### src/rtl/bin_to_disp_digits.sv
// Serial double-dabble binary-to-display-code converter for an 8-digit scan driver.
// Codes 0-9 are digits, 10 is blank and 11 is a dash. Outputs change only on the cycle that raises done.
module bin_to_disp_digits #(
    parameter int DATA_W   = 27,
    parameter bit SIGNED   = 1'b0,
    parameter bit BLANK_LZ = 1'b1
) (
    input  logic              sclk,
    input  logic              rst,
    input  logic              start,
    input  logic [DATA_W-1:0] data_in,
    output logic              busy,
    output logic              done,
    output logic [3:0]        bit_7,
    output logic [3:0]        bit_6,
    output logic [3:0]        bit_5,
    output logic [3:0]        bit_4,
    output logic [3:0]        bit_3,
    output logic [3:0]        bit_2,
    output logic [3:0]        bit_1,
    output logic [3:0]        bit_0
);
    localparam int         CNT_W      = $clog2(DATA_W);
    localparam logic [3:0] CODE_BLANK = 4'd10;
    localparam logic [3:0] CODE_DASH  = 4'd11;
    localparam logic [3:0] LEAD_RST   = BLANK_LZ ? CODE_BLANK : 4'd0;
    localparam logic [31:0] DISP_RST  = {{7{LEAD_RST}}, 4'd0};

    typedef enum logic [1:0] {IDLE, SHIFT, FORMAT} state_t;

    state_t            state_reg, state_next;
    logic [CNT_W-1:0]  cnt_reg;
    logic [DATA_W-1:0] mag_reg;
    logic [31:0]       bcd_reg;
    logic              neg_reg;
    logic              ovf_reg;
    logic              done_reg;
    logic [31:0]       disp_reg;

    logic              capture_en, shift_en, format_en;
    logic              last_bit;
    logic              neg_in, ovf_in;
    logic [DATA_W-1:0] mag_in;
    logic [31:0]       mag_ext;
    logic [31:0]       bcd_adj;
    logic [31:0]       code_next;
    logic [7:0]        blank_w, dash_w;

    // State register
    always_ff @(posedge sclk or posedge rst) begin
        if (rst) begin
            state_reg <= IDLE;
        end else begin
            state_reg <= state_next;
        end
    end

    assign last_bit = (cnt_reg == CNT_W'(DATA_W - 1));

    // Next-state logic
    always_comb begin
        state_next = state_reg;
        case (state_reg)
            IDLE:    if (start) state_next = SHIFT;
            SHIFT:   if (last_bit) state_next = FORMAT;
            FORMAT:  state_next = IDLE;
            default: state_next = IDLE;
        endcase
    end

    // Output / control decode
    always_comb begin
        capture_en = 1'b0;
        shift_en   = 1'b0;
        format_en  = 1'b0;
        busy       = 1'b0;
        case (state_reg)
            IDLE:    capture_en = start;
            SHIFT: begin
                shift_en = 1'b1;
                busy     = 1'b1;
            end
            FORMAT: begin
                format_en = 1'b1;
                busy      = 1'b1;
            end
            default: ;
        endcase
    end

    // Unary minus in DATA_W bits maps the most-negative input to its true magnitude.
    assign neg_in  = SIGNED & data_in[DATA_W-1];
    assign mag_in  = neg_in ? -data_in : data_in;
    assign mag_ext = {{(32-DATA_W){1'b0}}, mag_in};
    assign ovf_in  = neg_in ? (mag_ext > 32'd9_999_999) : (mag_ext > 32'd99_999_999);

    genvar gi;
    generate
        for (gi = 0; gi < 8; gi++) begin : g_nib
            assign bcd_adj[4*gi +: 4] = (bcd_reg[4*gi +: 4] >= 4'd5) ?
                                        bcd_reg[4*gi +: 4] + 4'd3 : bcd_reg[4*gi +: 4];
        end

        // A digit position is blank when it and everything to its left is zero;
        // the dash goes in the rightmost blank position.
        for (gi = 0; gi < 8; gi++) begin : g_fmt
            if (gi == 0) begin : g_lsd
                assign blank_w[gi] = 1'b0;
                assign dash_w[gi]  = 1'b0;
            end else if (BLANK_LZ) begin : g_blank
                assign blank_w[gi] = (bcd_reg[31:4*gi] == '0);
                assign dash_w[gi]  = blank_w[gi] & ~blank_w[gi-1];
            end else begin : g_pad
                assign blank_w[gi] = 1'b0;
                assign dash_w[gi]  = (gi == 7);
            end
            assign code_next[4*gi +: 4] = ovf_reg                  ? CODE_DASH  :
                                          (neg_reg && dash_w[gi])  ? CODE_DASH  :
                                          blank_w[gi]              ? CODE_BLANK :
                                                                     bcd_reg[4*gi +: 4];
        end
    endgenerate

    // Datapath
    always_ff @(posedge sclk or posedge rst) begin
        if (rst) begin
            cnt_reg  <= '0;
            mag_reg  <= '0;
            bcd_reg  <= '0;
            neg_reg  <= 1'b0;
            ovf_reg  <= 1'b0;
            done_reg <= 1'b0;
            disp_reg <= DISP_RST;
        end else begin
            done_reg <= format_en;
            if (capture_en) begin
                cnt_reg <= '0;
                mag_reg <= mag_in;
                bcd_reg <= '0;
                neg_reg <= neg_in;
                ovf_reg <= ovf_in;
            end else if (shift_en) begin
                {bcd_reg, mag_reg} <= {bcd_adj, mag_reg} << 1;
                cnt_reg            <= cnt_reg + 1'b1;
            end
            if (format_en) begin
                disp_reg <= code_next;
            end
        end
    end

    assign done  = done_reg;
    assign bit_7 = disp_reg[31:28];
    assign bit_6 = disp_reg[27:24];
    assign bit_5 = disp_reg[23:20];
    assign bit_4 = disp_reg[19:16];
    assign bit_3 = disp_reg[15:12];
    assign bit_2 = disp_reg[11:8];
    assign bit_1 = disp_reg[7:4];
    assign bit_0 = disp_reg[3:0];

endmodule

### config.mk
export PLATFORM = sky130hd
export DESIGN_NAME = bin_to_disp_digits
export DESIGN_NICKNAME = d
export VERILOG_FILES = /design/src/rtl/bin_to_disp_digits.sv
export SDC_FILE = /design/constraint.sdc
export NUM_CORES = 1
export LEC_CHECK = 0
export CAP_MARGIN = 10
export CORE_MARGIN = 3
export CORE_UTILIZATION = 50
export DETAILED_ROUTE_END_ITERATION = 7
export PLACE_DENSITY_LB_ADDON = 0.25
export REMOVE_ABC_BUFFERS = 1
export SLEW_MARGIN = 20
export SYNTH_ARGS = -nofsm -noshare
export SYNTH_HDL_FRONTEND = slang
export SYNTH_SLANG_ARGS = --single-unit
### constraint.sdc
create_clock -name sclk -period 9.7 [get_ports sclk]
set_input_delay 1.94 -clock sclk [delete_from_list [all_inputs] [get_ports sclk]]
set_output_delay 1.94 -clock sclk [all_outputs]
set_load 0.1 [all_outputs]
==> flow_metrics.py, run 1 <==
metrics = {
    "run_status": {
        "status": "finished clean",
    },
    "power": {
        "p_per_area_nw_per_um2": 259,
        "p_leak_nw": 2.54,
        "irDropWorstVdd_mv": 0.164,
    },
    "worst_setup_path": {
        "endpoint_kind": "output port",
        "critPathLaunchType": "flop",
        "cp_slowest_cell": "clkdlybuf4s50_1",
        "cp.required_ns": 7.76,
        "critPathArrivalTime_ns": 2.21,
        "path_cells": "inv_1 -> ha_1 -> clkdlybuf4s50_1",
        "rr_startpoint": "state_reg[1]",
        "startpoint": "state_reg[0]",
        "path_class": "flop to output port",
        "critical_path.max_stage_delay_ns": 1.12,
        "crit_fanout": 4,
    },
    "floorplanning": {
        "row_count": 36,
        "die_h_um": 108,
        "io_pins": 64,
        "core_um2": 9910,
        "start_util_pct": 52.0,
        "die_w_um": 108,
        "dieArea_um2": 11600,
    },
    "sta": {
        "tightestPinTransition_ns": 0.980,
        "fin_skew_ns": 0.0117,
        "setup_viol": 0,
        "finalHoldViolations": 0,
        "tns_ns": 0,
        "relSlewSlack_pct": 34.4,
        "min_period_ns": 4.15,
        "rsz0062_at_grt": "false",
        "fmax_ghz": 0.241,
        "period_share_pct": 42.8,
        "slew_viol_final": 0,
    },
    "worst_hold_path": {
        "hold_start": "disp_reg[23]",
        "hp-class": "flop to flop",
    },
    "drt": {
        "route.detailed.drc": 0,
        "avgViaCountPerCell": 5.50,
        "totalWireLength_mm": 10.3,
        "vias": 3913,
        "ant_nets": 0,
        "drtIter0Drc": 247,
        "wl_per_cell_um": 14.5,
        "first_pass_iters": 4,
    },
    "global_route": {
        "grt_max_degree": 84,
        "grt_overflow": 0,
        "grt_pass1_wl_mm": 17.7,
        "antenna_found_initial": 0,
        "track_usage_pct": 18.8,
        "first_global_vias": 3814,
    },
    "synth": {
        "syn_area_um2": 5150,
        "synth-seq-area-share_pct": 48.9,
        "postSynthAreaPerCell_um2": 9.85,
        "yosys_warnings": 0,
        "async_reset_ff_share_pct": 100,
        "synth-main-ff-cell": "dfrtp_1",
        "ys_ff_latch": 100,
        "synth_cell_types": 44,
        "netlist_instances": 523,
        "synth-edff-count": 0,
    },
    "placed_design": {
        "place_inst": 696,
        "io_buffers": 63,
        "dp_hpwl_mm": 6.78,
        "gp_congestion": 0.796,
    },
    "cells_and_area": {
        "final_cells": 712,
        "final_nets": 631,
        "antenna_cells": 0,
        "drive_above_1_share_pct": 8.98,
        "utilization_pct": 61.1,
        "areaGrowthSynthToFinish_pct": 17.6,
    },
    "clock_network": {
        "tritoncts": "built",
        "ctsResizeCount": 0,
        "path_clk_slew_ns": 0.10,
        "root_buffer": "clkbuf_8",
        "cts_buffers": 9,
        "clock_latency_ns": 0.36,
        "cts_setup_buffers": 0,
        "cts_sinks": 100,
        "hold_buffers": 0,
        "h-tree-depth": 3,
        "clock_path_buffers": 2,
    },
    "run": {
        "maxCapViolCount": 0,
    },
}
per-stage QoR:
step                      hold slack, ns  area (um^2)  setup WS (ns)  total power [mW]
after floorplan                    0.479         5020           5.16              1.15
after global placement             0.480         5860           5.96              1.28
after detailed placement           0.479         5860           5.94              1.31
after CTS                          0.497         6060           5.52              1.58
after global routing               0.529         6060           5.48              1.68
final                              0.495         6060           5.55              1.57
worst paths after layout:
path                                end  depth (start not counted)  slack, ns
min in group asynchronous    bcd_reg[6]                          2       1.88
max in group asynchronous   mag_reg[13]                          3       6.54
setup / recovery                   busy                          3       5.55
setup reg to reg            bcd_reg[17]                          5       7.31
hold / removal             disp_reg[23]                          2       0.49
hold reg to reg            disp_reg[23]                          2       0.49
report_power, final:
part           internal [mW]  switching [mW]  leakage, nW
Combinational          0.244           0.435         1.16
Clock                  0.122           0.148       0.0975
Sequential             0.530          0.0879         1.28
cell families after synthesis:
kind of cell | after synthesis | synth area share [%]
xor+xnor | 16 | 2.72
buf+inv | 58 | 4.74
compound gates | 132 | 14.6
mux | 35 | 6.99
flops | 100 | 48.9
fa+ha+maj | 27 | 6.56
simple gates | 155 | 15.5
layout by cell type (no fill, tap or decap), drive strengths merged, types with 3 or more instances in the layout:
cell | Yosys | layout
nand2b | 7 | 7
a31oi | 3 | 3
a211oi | 5 | 5
mux2i | 27 | 27
or3 | 8 | 8
nand3 | 10 | 10
nand3b | 9 | 9
dfrtp | 86 | 86
mux2 | 8 | 8
clkdlybuf4s50 | 0 | 63
o21a | 5 | 5
a21oi | 35 | 35
dfstp | 14 | 14
nor3b | 11 | 11
buf | 11 | 4
nand2 | 55 | 55
o22ai | 3 | 3
ha | 27 | 27
clkbuf | 16 | 10
inv | 31 | 33
nor2 | 40 | 40
nand4 | 3 | 3
xnor2 | 9 | 9
o21ai | 67 | 67
xor2 | 7 | 7
o32a | 6 | 6
nor3 | 3 | 3
synth_stat cells, types with 7 or more instances:
| cell type | instances | share of area [%] |
|---|---|---|
| a21oi_1 | 35 | 3.4 |
| mux2_2 | 8 | 1.7 |
| inv_1 | 31 | 2.3 |
| mux2i_1 | 27 | 5.2 |
| nand3_1 | 10 | 0.97 |
| clkbuf_1 | 16 | 1.2 |
| buf_2 | 9 | 0.87 |
| or3_1 | 8 | 0.97 |
| nand3b_1 | 9 | 1.3 |
| nor3b_1 | 8 | 1.2 |
| dfstp_2 | 14 | 7.1 |
| nand2b_1 | 7 | 0.85 |
| nand2_1 | 55 | 4.0 |
| nor2_1 | 40 | 2.9 |
| xnor2_1 | 9 | 1.5 |
| o21ai_0 | 67 | 6.5 |
| xor2_1 | 7 | 1.2 |
| dfrtp_1 | 86 | 42 |
| ha_1 | 27 | 6.6 |
layout make-up:
| class | count | area, um^2 |
|---|---|---|
| timing repair buffer | 67 | 661 |
| clock buffer | 10 | 128 |
| tap | 133 | 166 |
| multi-input combinational | 365 | 2390 |
| sequential | 100 | 2520 |
| inverter | 31 | 119 |
| fill | 869 | 3850 |
| clock inverter | 6 | 72.6 |
layer usage:
layer  share of wire [%]  GRT usage [%]  vias up
met4                 1.3           5.77        0
met5                   0              0        -
li1                    -              -     1902
met1                  46           24.5     1924
met2                  49           32.7       74
met3                 3.3           2.52       13
critical path: cells and delay by family, from the launching register on:
family / cells / cell delay, ns
fa+ha+maj: 1 / 0.28
flops: 1 / 0.37
buf+inv: 2 / 1.21
Note: power is estimated with default switching activity, not from simulation.
==> inputs of run 2 (changes only) <==
- clock period: 9.7 -> 4.24 ns (I/O delays scaled with it)
==> flow_metrics.py, run 2 (synthesis gave the netlist of run 1 again) <==
metrics = {
    "clock_network": {
        "h-tree-depth": 3,
        "cts_buffers": 9,
        "root_buffer": "clkbuf_8",
        "cts_sinks": 100,
        "cts_setup_buffers": 0,
        "clock_path_buffers": 2,
        "tritoncts": "built",
        "ctsResizeCount": 0,
        "hold_buffers": 0,
        "path_clk_slew_ns": 0.09,
        "clock_latency_ns": 0.35,
    },
    "global_route": {
        "grt_max_degree": 72,
        "first_global_vias": 3951,
        "grt_pass1_wl_mm": 18.3,
        "track_usage_pct": 19.4,
        "grt_overflow": 0,
        "antenna_found_initial": 0,
    },
    "cells_and_area": {
        "areaGrowthSynthToFinish_pct": 18.2,
        "final_nets": 634,
        "mostFrequentLayoutCells": "86 x dfrtp_1, 67 x o21ai_0, 63 x clkdlybuf4s50_1, 55 x nand2_1, 40 x nor2_1",
        "utilization_pct": 61.5,
        "drive_above_1_share_pct": 9.11,
        "antenna_cells": 0,
        "layout_commonest_cell": "dfrtp_1",
    },
    "worst_hold_path": {
        "holdPathEnd": "disp_reg[29]",
        "hp-class": "flop to flop",
        "hold_start": "disp_reg[29]",
        "hold_depth": 2,
    },
    "placed_design": {
        "dp_hpwl_mm": 7.32,
        "io_buffers": 63,
        "gp_congestion": 0.828,
        "dp_slack_ns": 1.57,
    },
    "floorplanning": {
        "die_w_um": 108,
        "die_h_um": 108,
        "row_count": 36,
        "io_pins": 64,
        "start_util_pct": 52.0,
        "core_um2": 9910,
        "dieArea_um2": 11600,
    },
    "drt": {
        "first_pass_iters": 4,
        "ant_nets": 0,
        "wl_per_cell_um": 14.7,
        "drtIter0Drc": 253,
        "totalWireLength_mm": 10.5,
        "avgViaCountPerCell": 5.44,
        "route.detailed.drc": 0,
        "vias": 3892,
    },
    "worst_setup_path": {
        "crit_family": "buffers and inverters",
        "critPathLaunchType": "flop",
        "path_class": "flop to output port",
        "rr_worst_depth": 5,
        "path_cells": "inv_1 -> ha_1 -> clkdlybuf4s50_1",
        "r2r_end": "disp_reg[14]",
        "critPathArrivalTime_ns": 2.19,
        "crit_buf_inv": 2,
        "cp.required_ns": 3.39,
        "critical_path.max_stage_delay_ns": 1.12,
        "ff2ff_setup_slack_ns": 1.96,
        "endpoint_kind": "output port",
        "rr_startpoint": "state_reg[0]",
        "cp_slowest_cell": "clkdlybuf4s50_1",
        "crit_fanout": 4,
    },
    "power": {
        "irDropWorstVdd_mv": 0.287,
        "p_per_area_nw_per_um2": 597,
        "p_leak_nw": 2.56,
    },
    "sta": {
        "tightestPinTransition_ns": 0.983,
        "fmax_ghz": 0.329,
        "finalHoldViolations": 0,
        "fin_ws_ns": 1.20,
        "fin_skew_ns": 0.0120,
        "tns_ns": 0,
        "slew_viol_final": 0,
        "rsz0062_at_grt": "false",
        "relSlewSlack_pct": 34.3,
        "min_period_ns": 3.04,
        "period_share_pct": 71.7,
        "setup_viol": 0,
    },
    "run_status": {
        "status": "finished clean",
    },
    "run": {
        "maxCapViolCount": 0,
    },
}
==> run 2: worst max-delay path by stage <==
stage                            start    endpoint  slack (ns)  cells past startpoint
after floorplan                    rst  bcd_reg[0]        0.80                      1
after global placement    state_reg[0]        busy        1.58                      3
after detailed placement  state_reg[0]        busy        1.57                      3
after CTS                 state_reg[0]        busy        1.17                      3
after global routing      state_reg[1]        busy        1.13                      3
final                     state_reg[0]        busy        1.20                      3
==> run 2: worst register-to-register path, delay by kind of cell (launching register included) <==
kind,cells,cell delay (ns)
AND/OR/NAND/NOR,2,0.97
AO/OA/AOI/OAI,1,0.11
adder cells (fa/ha/maj),1,0.62
buffers and inverters,1,0.11
flip-flops,1,0.40
==> run 2: layout make-up <==
cell class                 instances  area [um^2]
tap                              133          166
inverter                          31          119
fill                             847         3820
timing repair buffer              70          683
clock buffer                      12          135
multi-input combinational        365         2390
clock inverter                     4         75.1
sequential                       100         2520
==> run 2: report_power, final <==
part | total, mW | switching (mW) | internal, mW
clock | 0.654 | 0.320 | 0.334
sequential | 1.41 | 0.199 | 1.21
combinational | 1.57 | 1.00 | 0.567
total | 3.64 | 1.52 | 2.11
==> run 2: through the flow <==
step	total power [mW]	area (um^2)	hold WS (ns)	instances
final	3.64	6090	0.495	715
after global routing	3.89	6090	0.512	715
after CTS	3.67	6090	0.499	715
after detailed placement	3.01	5880	0.481	699
after global placement	2.94	5880	0.479	699
after floorplan	2.62	5020	0.479	496
==> run 2: per-layer routing <==
layer  track usage (%)  share of wire [%]
met1              25.2                 46
met2              33.1                 49
met3              2.88                3.9
met4              6.76                1.9
met5                 0                  0
